==> src/rtl/sse_cost_unit.sv <==
// rtl/sse_cost_unit.sv - sum-of-squared-error cost engine (subtract/square/accumulate pipeline)
// Optional saturating accumulator: define COST_SATURATE_EN.
module sse_cost_unit #(
  parameter int NUM_CLASSES = 10,
  parameter int CONF_W      = 4,
  parameter int ACC_W       = 12
) (
  input  logic                          clk,
  input  logic                          n_rst,
  input  logic                          start,
  input  logic [NUM_CLASSES-1:0]        expected_label,
  input  logic [NUM_CLASSES*CONF_W-1:0] digit_weights,
  output logic                          busy,
  output logic                          done,
  output logic [ACC_W-1:0]              cost_output,
  output logic                          overflow
);

  localparam int IDX_W = (NUM_CLASSES > 1) ? $clog2(NUM_CLASSES) : 1;
  localparam logic [IDX_W-1:0] LAST_IDX = IDX_W'(NUM_CLASSES - 1);

  typedef enum logic [2:0] {
    IDLE,
    RUN,
    DRAIN_SQ,
    DRAIN_ACC,
    DONE
  } state_t;

  state_t state, state_nxt;

  logic [NUM_CLASSES-1:0]        label_q;
  logic [NUM_CLASSES*CONF_W-1:0] weights_q;
  logic [IDX_W-1:0]              idx;
  logic [CONF_W-1:0]             sub_q;
  logic                          sub_valid;
  logic [CONF_W-1:0]             sq_q;
  logic                          sq_valid;
  logic [ACC_W-1:0]              acc;

  logic                          accept;
  logic                          label_sel;
  logic [CONF_W-1:0]             conf_sel;
  logic [CONF_W-1:0]             diff_nxt;
  logic [2*CONF_W-1:0]           product;
  logic [CONF_W-1:0]             sq_nxt;

  assign accept = (state == IDLE) && start;

  // The target is either all-ones or zero, so |target - conf| reduces to ~conf or conf.
  assign label_sel = label_q[idx];
  assign conf_sel  = weights_q[idx*CONF_W +: CONF_W];
  assign diff_nxt  = label_sel ? ~conf_sel : conf_sel;

  assign product = {{CONF_W{1'b0}}, sub_q} * {{CONF_W{1'b0}}, sub_q};
  assign sq_nxt  = CONF_W'(product >> CONF_W);

  always_ff @(posedge clk or negedge n_rst) begin
    if (!n_rst) begin
      state <= IDLE;
    end else begin
      state <= state_nxt;
    end
  end

  always_comb begin
    state_nxt = state;
    busy      = 1'b0;
    done      = 1'b0;
    case (state)
      IDLE: begin
        if (start) state_nxt = RUN;
      end
      RUN: begin
        busy = 1'b1;
        if (idx == LAST_IDX) state_nxt = DRAIN_SQ;
      end
      DRAIN_SQ: begin
        busy      = 1'b1;
        state_nxt = DRAIN_ACC;
      end
      DRAIN_ACC: begin
        busy      = 1'b1;
        state_nxt = DONE;
      end
      DONE: begin
        done      = 1'b1;
        state_nxt = IDLE;
      end
      default: state_nxt = IDLE;
    endcase
  end

  always_ff @(posedge clk or negedge n_rst) begin
    if (!n_rst) begin
      label_q   <= '0;
      weights_q <= '0;
      idx       <= '0;
      sub_q     <= '0;
      sub_valid <= 1'b0;
      sq_q      <= '0;
      sq_valid  <= 1'b0;
    end else begin
      if (accept) begin
        label_q   <= expected_label;
        weights_q <= digit_weights;
        idx       <= '0;
      end else if (state == RUN) begin
        idx <= (idx == LAST_IDX) ? '0 : idx + 1'b1;
      end

      sub_valid <= (state == RUN);
      if (state == RUN) sub_q <= diff_nxt;

      sq_valid <= sub_valid;
      if (sub_valid) sq_q <= sq_nxt;
    end
  end

`ifdef COST_SATURATE_EN
  logic [ACC_W:0] acc_sum;
  logic           ovf_q;

  assign acc_sum = {1'b0, acc} + {{(ACC_W + 1 - CONF_W){1'b0}}, sq_q};

  // Once clamped, any further non-zero add also overflows, so the accumulator stays all-ones.
  always_ff @(posedge clk or negedge n_rst) begin
    if (!n_rst) begin
      acc   <= '0;
      ovf_q <= 1'b0;
    end else if (accept) begin
      acc   <= '0;
      ovf_q <= 1'b0;
    end else if (sq_valid) begin
      if (acc_sum[ACC_W]) begin
        acc   <= '1;
        ovf_q <= 1'b1;
      end else begin
        acc <= acc_sum[ACC_W-1:0];
      end
    end
  end

  assign overflow = ovf_q;
`else
  logic [ACC_W-1:0] acc_sum;

  assign acc_sum = acc + {{(ACC_W - CONF_W){1'b0}}, sq_q};

  always_ff @(posedge clk or negedge n_rst) begin
    if (!n_rst) begin
      acc <= '0;
    end else if (accept) begin
      acc <= '0;
    end else if (sq_valid) begin
      acc <= acc_sum;
    end
  end

  assign overflow = 1'b0;
`endif

  assign cost_output = acc;

endmodule

==> config.mk <==
export PLATFORM = sky130hd
export DESIGN_NAME = sse_cost_unit
export DESIGN_NICKNAME = d
export VERILOG_FILES = /design/src/rtl/sse_cost_unit.sv
export SDC_FILE = /design/constraint.sdc
export NUM_CORES = 1
export LEC_CHECK = 0
export CAP_MARGIN = 20
export CORE_AREA = 8 8 95 97
export CTS_CLUSTER_DIAMETER = 50
export DETAILED_ROUTE_END_ITERATION = 10
export DIE_AREA = 0 0 103 105
export DONT_BUFFER_PORTS = 1
export PLACE_DENSITY_LB_ADDON = 0.25
export SETUP_SLACK_MARGIN = 0.1
export SLEW_MARGIN = 20
export SYNTH_ARGS = -nofsm -noshare
export SYNTH_HDL_FRONTEND = slang
export SYNTH_SLANG_ARGS = --single-unit
==> constraint.sdc <==
create_clock -name clk -period 3.9 [get_ports clk]
set_input_delay 0.585 -clock clk [delete_from_list [all_inputs] [get_ports clk]]
set_output_delay 0.585 -clock clk [all_outputs]
set_load 0.01 [all_outputs]
== Yosys cells after proc, flatten, opt, wreduce, memory -nomap -nowiden ==
Cells that the tools add are included.

* Multipliers: 1
* Bitwise gates (word level): 1
* Mux-type cells: 13
* Add/subtract/negate cells: 2
* Magnitude comparators: 1
* Reductions and logical operators: 6
* Shift-type cells: 1
* Eq/ne operators: 7

{| class="wikitable"
|+ Operators by type and width
! cell !! count
|-
| $shiftx A40 B7 Y4 || 1
|-
| $mux W12 || 2
|-
| $mux W4 || 4
|-
| $add A12 B4 Y12 || 1
|-
| $pmux W3 S4 || 1
|-
| $mul A4 B4 Y8 || 1
|-
| $eq A3 B2 Y1 const B || 2
|-
| $mux W3 || 2
|-
| $lt A4 B5 Y1 const B || 1
|-
| $add A4 B1 Y4 const B || 1
|-
| $bmux W1 S4 || 1
|-
| $eq A4 B4 Y1 const B || 1
|-
| $ne A2 B2 Y1 const B || 2
|-
| $not A4 Y4 || 1
|-
| $reduce_bool A2 Y1 || 2
|-
| $eq A3 B1 Y1 const B || 1
|-
| $eq A3 B3 Y1 const B || 1
|-
| $logic_not A3 Y1 || 1
|-
| $mux W1 || 3
|-
| $reduce_or A3 Y1 || 1
|-
| $reduce_and A2 Y1 || 1
|-
| $logic_and A1 B1 Y1 || 1
|}

* Output and inout port bits: 15
* Register bits after elaboration: 79
* Logic and storage cells: 41
* Bits of input ports: 53

== Logic depth before layout (Yosys ltp) ==
* Depth in word-level cells: 4
* Mapped depth: 8
* Depth with buffers taken out: 8

== Worst setup path after synthesis ==
OpenSTA, ideal clock, no wires.

* Path kind: register to register
* Start: reg acc[0], in the netlist cost_output[0]
* End: reg acc[10], in the netlist cost_output[10]
* Cell stages (with the launch flop): 9
* Data arrival time: 1.706 ns
* Required time: 3.779 ns
* Path buffers: 0
* Path slack: 2.073 ns
* Path through: dfrtp_1 -> ha_1 -> inv_1 -> fa_1 -> nor2b_1 -> o21ai_0 -> a211oi_1 -> xnor2_1 -> nor2_1

* Word-level cells in the longest chain between the ends: 3

{| class="wikitable"
|+ Ends and longest elaborated chain
! item !! line !! text
|-
| from (decl) || 39 || <nowiki>logic [ACC_W-1:0] acc;</nowiki>
|-
| from (signal assigned) || 156 || <nowiki>acc <= acc_sum;</nowiki>
|-
| $add A12 B4 Y12 || 148 || <nowiki>assign acc_sum = acc + {{(ACC_W - CONF_W){1'b0}}, sq_q};</nowiki>
|-
| $mux W12 || 155 || <nowiki>end else if (sq_valid) begin</nowiki>
|-
| $mux W12 || 153 || <nowiki>end else if (accept) begin</nowiki>
|}

No other way between the ends. The select of a mux whose other input is x is not followed.
A chain may end at the register's enable or synchronous reset.

== Worst setup path in the final report ==
* Start: reg idx[0]
* End: reg sub_q[1]

* Word-level cells in the longest chain between the ends: 3

{| class="wikitable"
|+ Ends and longest elaborated chain
! item !! line !! text
|-
| from (decl) || 34 || <nowiki>logic [IDX_W-1:0] idx;</nowiki>
|-
| from (signal assigned) || 109 || <nowiki>idx <= (idx == LAST_IDX) ? '0 : idx + 1'b1;</nowiki>
|-
| $shiftx A40 B7 Y4 or $bmux W1 S4 (tied branches) || 52, 51 ||
|-
| $not A4 Y4 or $mux W1 (tied branches) || 53, 51 ||
|-
| $mux W4 (*) || 53 || <nowiki>assign diff_nxt = label_sel ? ~conf_sel : conf_sel;</nowiki>
|-
| to (signal assigned) || 113 || <nowiki>if (state == RUN) sub_q <= diff_nxt;</nowiki>
|-
| to (decl) || 35 || <nowiki>logic [CONF_W-1:0] sub_q;</nowiki>
|}

Mark *: on every way between the ends. The rest lies on a longest branch, timed or not. The select of a mux whose other input is x is not followed.

==> impl_metrics.py <==
metrics = {
    "detailed_routing": {
        "drtIter0Drc": 112,
        "ant_nets": 0,
        "wl_met1_mm": 3.609,
        "top_layer_used": "met4",
        "first_pass_iters": 4,
        "dr_total_vias": 2753,
        "viasPerCell": 5.315,
        "wirelength_mm": 8.128,
        "route.detailed.wl_per_inst_um": 15.69,
        "drc": 0,
        "wl_met2_mm": 3.991,
        "dr_wl_met3_um": 375,
    },
    "worst_setup_path": {
        "rrSetupSlack_ns": 1.75,
        "crit-reg2reg-capture": "sub_q[1]",
        "critPathCaptureType": "flop",
        "regToRegStartpoint": "idx[0]",
        "worstPathArrival_ns": 2.37,
        "critical_path_class": "reg2reg",
        "cp.required_ns": 4.12,
        "path_max_fanout": 16,
        "reg2reg_depth": 5,
        "startpoint_type": "flop",
    },
    "grt": {
        "antenna_found_initial": 0,
        "grt_use_total_pct": 16.15,
        "grt_overflow": 0,
        "grt_start_max_net_pins": 80,
        "grt_pass1_vias": 2842,
        "grt_pass1_wl_mm": 13.82,
    },
    "yosys": {
        "synth_top_cells_by_area": "dfrtp_1 51%, nand2_1 16%, mux2i_1 3.4%",
        "ys_seq_area_share_pct": 51.00,
        "async_reset_ff_share_pct": 100.0,
        "synth_cells": 419,
        "avgSynthCellArea_um2": 9.251,
        "synth_fp_nets": 479,
        "synth_edf_count": 0,
        "yosysWarningCount": 0,
        "ys_seq_elements": 79,
        "yosys.area.top_type_share_pct": 51.00,
        "muxShareOfSynthArea_pct": 8.296,
        "synth_area_leader_cell": "dfrtp_1",
        "ys_types": 45,
        "ys.flop_type": "dfrtp_1",
        "synth_top_family_by_area": "simple AND/OR/NAND/NOR gates",
        "synth-simple-area-share_pct": 23.43,
        "synth_xor_xnor_area_share_pct": 3.389,
        "yosys.area_share.adder_pct": 2.453,
        "syn_area_um2": 3876,
        "synth_compound_area_share_pct": 7.618,
    },
    "floorplan": {
        "rows": 32,
        "initial_utilization_pct": 51.50,
        "die_x_um": 103,
        "die-height_um": 105,
        "die-area_um2": 10820,
        "core_area_um2": 7527,
        "io_pins": 68,
    },
    "layout": {
        "drive_above_1_share_pct": 8.173,
        "nFillCells": 730,
        "layout.nets": 471,
        "antenna_cells": 0,
        "area_growth_pct": 7.101,
        "layout_common_cells": "165 x nand2_1, 79 x dfrtp_1, 21 x nor2_1, 13 x xnor2_1, 13 x mux2i_1",
        "final_common_cell": "nand2_1",
    },
    "clocking": {
        "cts_setup_buffers": 0,
        "clockBufferDepth": 2,
        "cts_hold_buf": 1,
        "cts.sinks": 79,
        "htreeDepth": 3,
        "path_clk_slew_ns": 0.08,
        "cts_resized": 0,
        "clock_latency_ns": 0.35,
        "cts_made_buffers": 9,
        "cts-root-buf": "clkbuf_8",
        "cts_tree": "built",
    },
    "power": {
        "p_per_area_nw_per_um2": 861.3,
        "leakage_nw": 2.018,
        "irDropWorstVdd_mv": 0.4064,
        "power.total_mw": 3.576,
    },
    "placement": {
        "io_buffers": 0,
        "hpwl_mm": 5.619,
        "gp_congestion": 0.8041,
    },
    "sta": {
        "min_period_ns": 2.146,
        "max_freq_mhz": 466.0,
        "finalHoldViolCount": 0,
        "fin_tns_setup_ns": 0,
        "period_share_pct": 55.02,
        "skew_ns": 0.004452,
        "slew_viol_final": 0,
        "worst_pin_slew_ns": 0.7544,
        "relSlewSlack_pct": 49.70,
        "setup_viol": 0,
        "rsz0062_at_grt": "false",
    },
    "run_status": {
        "status": "complete, no violations",
    },
    "worst_hold_path": {
        "hold_class": "in2async",
    },
    "job": {
        "max_cap_viol_count": 0,
    },
}
## cell usage after synthesis (3+ instances only)
cell	count
and2_1	6
mux2_2	7
mux4_2	5
dfrtp_1	79
inv_1	7
nor2b_1	8
o21ai_1	4
nand3_1	6
xnor2_1	13
nor2_1	21
clkbuf_1	13
a31oi_1	4
ha_1	6
a21oi_1	8
buf_2	7
nand2_1	165
a211oi_1	3
mux2i_1	13
a22oi_1	4
a2bb2oi_1	4
o21ai_0	6
## report_power, final
group          internal [mW]  total (mW)  switching [mW]
registers               1.18        1.54           0.360
logic                  0.692        1.40           0.704
clock network          0.359       0.641           0.281
total                   2.23        3.58            1.35
## cell families after synthesis
logic type / after synthesis
and+or+nand+nor: 218
DFF: 79
AOI/OAI and AO/OA: 43
xor gates and xnor gates: 15
buffers and inverters: 31
adders and majority gates: 7
other: 1
muxes: 25
## flip-flops by register name, summed over array words and instances (netlist names)
register     count
weights_q       40
cost_output     12
label_q         10
idx              4
sq_q             4
sub_q            4
state            3
sq_valid         1
sub_valid        1
## critical path: stages (launching register included)
cell and delay [ns]:
dfrtp_1 0.84, mux4_2 0.59, nand2b_4 0.16, a22oi_4 0.21
xnor2_1 0.15, o21ai_1 0.07
## worst max path at each step
stage,startpoint,cells after the start,slack [ns],end
finish,idx[0],5,1.75,sub_q[1]
global route,idx[0],5,1.55,sub_q[3]
CTS,idx[0],5,1.73,sub_q[0]
detailed placement,idx[0],5,1.74,sub_q[0]
global placement,idx[0],5,1.80,sub_q[3]
floorplan,cost_output[0],8,2.07,cost_output[10]
## through the flow
stage	util, %	setup WS [ns]	hold WS, ns	cell area, um^2	std cells
CTS	55.15	1.729	0.1320	4151	518
global placement	52.06	1.796	0.2921	3919	501
floorplan	-	2.073	0.2894	3876	419
detailed placement	52.06	1.738	0.2922	3919	501
finish	55.15	1.754	0.1043	4151	518
global route	55.15	1.547	0.1200	4151	518
## final cells by class
type                            count  area, um^2  share of cell area (%)
Multi-Input combinational cell    309        1762                   42.44
Timing Repair Buffer                4       50.05                   1.206
Clock inverter                      4       70.07                   1.688
Tap cell                          102       127.6                   3.074
Inverter                            8       30.03                  0.7233
Clock buffer                       12       135.1                   3.255
Sequential cell                    79        1977                   47.62
## metal layers
layer	vias to the layer above	track usage (%)
met2	53	25.46
met1	1340	20.33
met5	-	0
met3	13	3.915
li1	1347	-
met4	0	7.342
(Power assumes the default switching activity.)
